===== config.mk =====
export PLATFORM = sky130hd
export DESIGN_NAME = fb_mem_arbiter
export DESIGN_NICKNAME = d
export VERILOG_FILES = /design/src/rtl/fb_mem_arbiter.sv
export SDC_FILE = /design/constraint.sdc
export NUM_CORES = 1
export LEC_CHECK = 0
export ABC_AREA = 1
export ABC_CLOCK_PERIOD_IN_PS = 13600
export CORE_MARGIN = 3
export CORE_UTILIZATION = 43
export DETAILED_ROUTE_END_ITERATION = 10
export HOLD_SLACK_MARGIN = 0.05
export PLACE_DENSITY = 0.86
export SLEW_MARGIN = 5
export SYNTH_ARGS = -nofsm -noshare
export SYNTH_HDL_FRONTEND = slang
export SYNTH_SLANG_ARGS = --single-unit

===== constraint.sdc =====
create_clock -name clk -period 13.6 [get_ports clk]
set_input_delay 2.04 -clock clk [delete_from_list [all_inputs] [get_ports clk]]
set_output_delay 2.04 -clock clk [all_outputs]
set_load 0.03 [all_outputs]

===== src/rtl/fb_mem_arbiter.sv =====
// Three-way round-robin frame-buffer memory arbiter with a registered
// command stage and an in-order read-tag queue for response routing.
module fb_mem_arbiter #(
  parameter int ADDR_W   = 18,
  parameter int DATA_W   = 32,
  parameter int RQ_DEPTH = 4
) (
  input  logic                        clk,
  input  logic                        rst,
  input  logic [2:0]                  req_valid,
  input  logic [2:0]                  req_we,
  input  logic [3*ADDR_W-1:0]         req_addr,
  input  logic [3*DATA_W-1:0]         req_wdata,
  output logic [2:0]                  req_ready,
  output logic                        mem_valid,
  output logic                        mem_we,
  output logic [ADDR_W-1:0]           mem_addr,
  output logic [DATA_W-1:0]           mem_wdata,
  input  logic                        mem_ready,
  input  logic                        mem_rvalid,
  input  logic [DATA_W-1:0]           mem_rdata,
  output logic [2:0]                  rsp_valid,
  output logic [DATA_W-1:0]           rsp_data,
  output logic [$clog2(RQ_DEPTH):0]   rd_outstanding,
  output logic                        err
);

  localparam int PW = $clog2(RQ_DEPTH);
  localparam int CW = PW + 1;

  logic [1:0]        rr, sel, nxt, off;
  logic [2:0]        elig, rot, sum;
  logic              any, free, acc, push, pop, full;
  logic              sel_we;
  logic [ADDR_W-1:0] sel_addr;
  logic [DATA_W-1:0] sel_wdata;
  logic [1:0]        q [RQ_DEPTH];
  logic [PW-1:0]     wp, rp;
  logic [CW-1:0]     cnt;

  assign full = (cnt == CW'(RQ_DEPTH));
  assign free = !mem_valid || mem_ready;
  assign elig = req_valid & (req_we | {3{!full}});

  // rotate so that bit 0 is the requester currently holding priority
  always_comb begin
    rot = elig;
    unique case (rr)
      2'd1:    rot = {elig[0], elig[2], elig[1]};
      2'd2:    rot = {elig[1], elig[0], elig[2]};
      default: rot = elig;
    endcase
  end

  always_comb begin
    off = rot[0] ? 2'd0 : (rot[1] ? 2'd1 : 2'd2);
    any = |rot;
    sum = {1'b0, rr} + {1'b0, off};
    sel = (sum >= 3'd3) ? 2'(sum - 3'd3) : sum[1:0];
    nxt = (sel == 2'd2) ? 2'd0 : sel + 2'd1;
  end

  assign req_ready = (any && free && !rst) ? (3'b001 << sel) : 3'b000;
  assign acc  = |req_ready;

  always_comb begin
    sel_we    = req_we[0];
    sel_addr  = req_addr[0 +: ADDR_W];
    sel_wdata = req_wdata[0 +: DATA_W];
    unique case (sel)
      2'd1: begin
        sel_we    = req_we[1];
        sel_addr  = req_addr[ADDR_W +: ADDR_W];
        sel_wdata = req_wdata[DATA_W +: DATA_W];
      end
      2'd2: begin
        sel_we    = req_we[2];
        sel_addr  = req_addr[2*ADDR_W +: ADDR_W];
        sel_wdata = req_wdata[2*DATA_W +: DATA_W];
      end
      default: ;
    endcase
  end

  assign push = acc && !sel_we;
  assign pop  = mem_rvalid && (cnt != '0);
  assign rd_outstanding = cnt;

  always_ff @(posedge clk) begin
    if (push) q[wp] <= sel;
  end

  always_ff @(posedge clk or posedge rst) begin
    if (rst) begin
      mem_valid <= 1'b0;
      mem_we    <= 1'b0;
      mem_addr  <= '0;
      mem_wdata <= '0;
      rr        <= 2'd0;
      wp        <= '0;
      rp        <= '0;
      cnt       <= '0;
      rsp_valid <= 3'b000;
      rsp_data  <= '0;
      err       <= 1'b0;
    end else begin
      if (free) mem_valid <= acc;
      if (acc) begin
        mem_we    <= sel_we;
        mem_addr  <= sel_addr;
        mem_wdata <= sel_wdata;
        rr        <= nxt;
      end
      if (push) wp <= wp + PW'(1);
      if (pop)  rp <= rp + PW'(1);
      unique case ({push, pop})
        2'b10:   cnt <= cnt + CW'(1);
        2'b01:   cnt <= cnt - CW'(1);
        default: cnt <= cnt;
      endcase
      rsp_valid <= pop ? (3'b001 << q[rp]) : 3'b000;
      if (pop) rsp_data <= mem_rdata;
      if (mem_rvalid && cnt == '0) err <= 1'b1;
    end
  end

endmodule


==> summary.md <==
| Metric | Value |
|---|---|
| N_diodes | 0 |
| Drt wl/cell | 15.2 um |
| Drt drc | 0 |
| # fillers | 962 |
| DR iter-0 viols | 400 |
| Later-pin clock latency in the skew report | 0.35 ns |
| HP Start | err |
| Site Rows | 40 |
| Worst slew margin | 26.4% |
| Met1 Usage GRT | 27.4% |
| #FFs+latches synth | 105 |
| Avg Cell Area, Syn | 7.55 um^2 |
| Number of synthesized flops with an enable pin | 8 |
| Total gr overflow | 0 |
| Worst Path Class, Setup | primary input to primary output |
| Worst clock skew | 0.00596 ns |
| CTS tree | done |
| FMAX | 125 MHz |
| Max Cap Viol | 0 |
| Avg Vias per Cell | 4.98 |
| Syn nets | 934 |
| DP HPWL | 13.0 mm |
| Status | finished clean |
| Layout cells sized above 1 | 3.14% |
| Met2 usage | 42.8% |
| Top FF cell, synth | dfrtp_1 |
| Cells after Synth | 727 |
| Initial Util | 44.8% |
| Post-CTS Resized | 0 |
| HP Class | register to register |
| Count leader, synth | nand2_1 |
| Post-synthesis sequential area ratio | 48.6% |
| Gr usage total | 24.9% |
| Die Width | 119 um |
| Post-synth top cells | 330 x nand2_1, 97 x dfrtp_1, 65 x nand3_1, 59 x nor2_1, 50 x a31oi_1 |
| Largest net degree at the start of global routing | 103 |
| Detailed Routing Iterations Pass 1 | 4 |
| Root Buffer | clkbuf_16 |
| Synth-to-Final Area Change | 58.7% |
| Crit path arrival time | 5.96 ns |
| Post-cts hold buffer count | 0 |
| Worst hold path cell count | 1 |
| Cell taking the most area after synthesis | dfrtp_1 |
| Flop-to-flop setup slack | 7.35 ns |
| Slew Limit Fails | 0 |
| Ys async rst share | 92.4% |
| RePlAce Congestion | 0.869 |
| Setup TNS | 0 ns |
| Num Clock Sinks | 105 |
| Area share of the largest cell type after synthesis | 44.2% |
| Synth Warn # | 0 |
| Grt peak-use layer | met2 |
| Clock buffer depth | 2 |
| Area contributors post-synth | dfrtp_1 44%, nand2_1 23%, nand3_1 5.9% |
| Hold path endpoint | err |
| RSZ-0062 raised after global routing | false |
| Reg-to-Reg Start | rr[0] |
| First-pass GRT wire length | 28.2 mm |
| Die height | 119 um |
| Top Ports | 286 |
| Routed via count | 5755 |
| Clock transition at path regs | 0.06 ns |
| Core area | 12300 um^2 |
| CP Launch Type | primary input |
| Port Buffers | 285 |
| Crit Path Max Fanout | 6 |
| Post-layout nets | 1190 |
| Routed WL | 17.6 mm |
| Final period util | 58.8% |
| Vias in the first global route | 5636 |
| Total CTS buffers | 9 |
| H-Tree Depth | 3 |
| Library cells used by synthesis | 30 |
| Die Area | 14200 um^2 |
| RR Endpoint | rd_outstanding[2] |
| Met3 usage | 9.12% |
| WP data required | 11.56 ns |
| Reg2Reg Depth | 25 |
| Initial antenna violation count | 0 |
| Crit path capture type | primary output |
| Remaining antenna violation count | 0 |
| Measured slew at the worst slew-check pin | 1.10 ns |
| Minimum clock period | 8.00 ns |
| Post-CTS Setup Inserts | 0 |
| Final Setup Violations | 0 |
| Netlist Area Pre-Place | 5490 um^2 |
| Fin. Hold Viols | 0 |
-- per-stage QoR --
stage / setup slack, ns / instances / hold slack, ns / utilization, % / instance area, um^2
global placement: 5.74 / 1140 / 0.453 / 68.6 / 8410
floorplan: 6.56 / 727 / 0.442 / - / 5490
detailed placement: 5.52 / 1140 / 0.455 / 68.6 / 8410
CTS: 5.60 / 1156 / 0.470 / 71.1 / 8710
global route: 5.31 / 1156 / 0.477 / 71.1 / 8710
finish: 5.60 / 1156 / 0.468 / 71.1 / 8710
-- registers in the layout (all words and copies together) (netlist names) --
register	flops
err	1
mem_addr	18
mem_valid	1
mem_wdata	32
mem_we	1
q	8
rd_outstanding	3
rp	2
rr	2
rsp_data	32
rsp_valid	3
wp	2
-- cell type report --
cell class / instances / area, um^2 / area share, %
Multi-Input combinational cell: 547 / 2530 / 29.0
Clock buffer: 11 / 243 / 2.79
Timing Repair Buffer: 290 / 2890 / 33.2
Inverter: 30 / 115 / 1.32
Clock inverter: 5 / 56.3 / 0.646
Tap cell: 168 / 210 / 2.41
Sequential cell: 105 / 2670 / 30.6
-- routing by layer --
metal	up-vias	routed length (um)	part of all wire, %
met4	0	461	2.6
met3	30	1740	9.9
met5	-	0	0
met2	243	9090	52
li1	2845	-	-
met1	2637	6320	36
-- worst max path at each step --
stage	startpoint	endpoint	slack, ns	cells past startpoint
global placement	req_we[0]	rd_outstanding[2]	5.74	26
finish	req_we[0]	req_ready[2]	5.60	18
floorplan	req_we[0]	req_ready[2]	6.56	19
detailed placement	req_we[0]	rd_outstanding[2]	5.52	26
global route	req_we[0]	req_ready[0]	5.31	19
CTS	req_we[0]	req_ready[2]	5.60	18
-- cells in the final DEF (no fill, tap or decap), types with 3 or more instances in the layout --
| cell type | count |
|---|---|
| buf_4 | 5 |
| inv_1 | 28 |
| clkdlybuf4s50_1 | 285 |
| nand3_1 | 65 |
| xor2_1 | 3 |
| edfxtp_1 | 8 |
| a21oi_1 | 5 |
| nand2_1 | 330 |
| o21ai_0 | 4 |
| ha_1 | 10 |
| dfrtp_1 | 97 |
| nor2_1 | 59 |
| a31oi_1 | 50 |
| clkbuf_16 | 9 |
-- worst max-delay path: stages --
cell,delay (ns)
clkdlybuf4s50_1,0.46
inv_1,0.06
nand3_1,0.14
nand3_1,0.09
nand3_1,0.09
nand2_1,0.09
a21oi_1,0.14
ha_1,0.16
inv_1,0.05
fa_1,0.51
inv_1,0.07
ha_1,0.18
nand3b_1,0.20
o21ai_0,0.54
ha_2,0.34
nand3_2,0.08
inv_1,0.07
clkdlybuf4s50_1,0.66
-- kinds of logic (layout without fill, tap and decap cells) --
kind of cell,after synthesis,after routing,synth area share (%)
compound gates,66,66,7.59
xor+xnor,4,4,0.638
fa+ha+maj,15,15,3.69
buf+inv,75,336,5.79
flops,105,105,48.6
simple gates,462,462,33.7
Power is not shown: default switching activity piles up to over one toggle a cycle in this logic, so the estimate is an artifact.
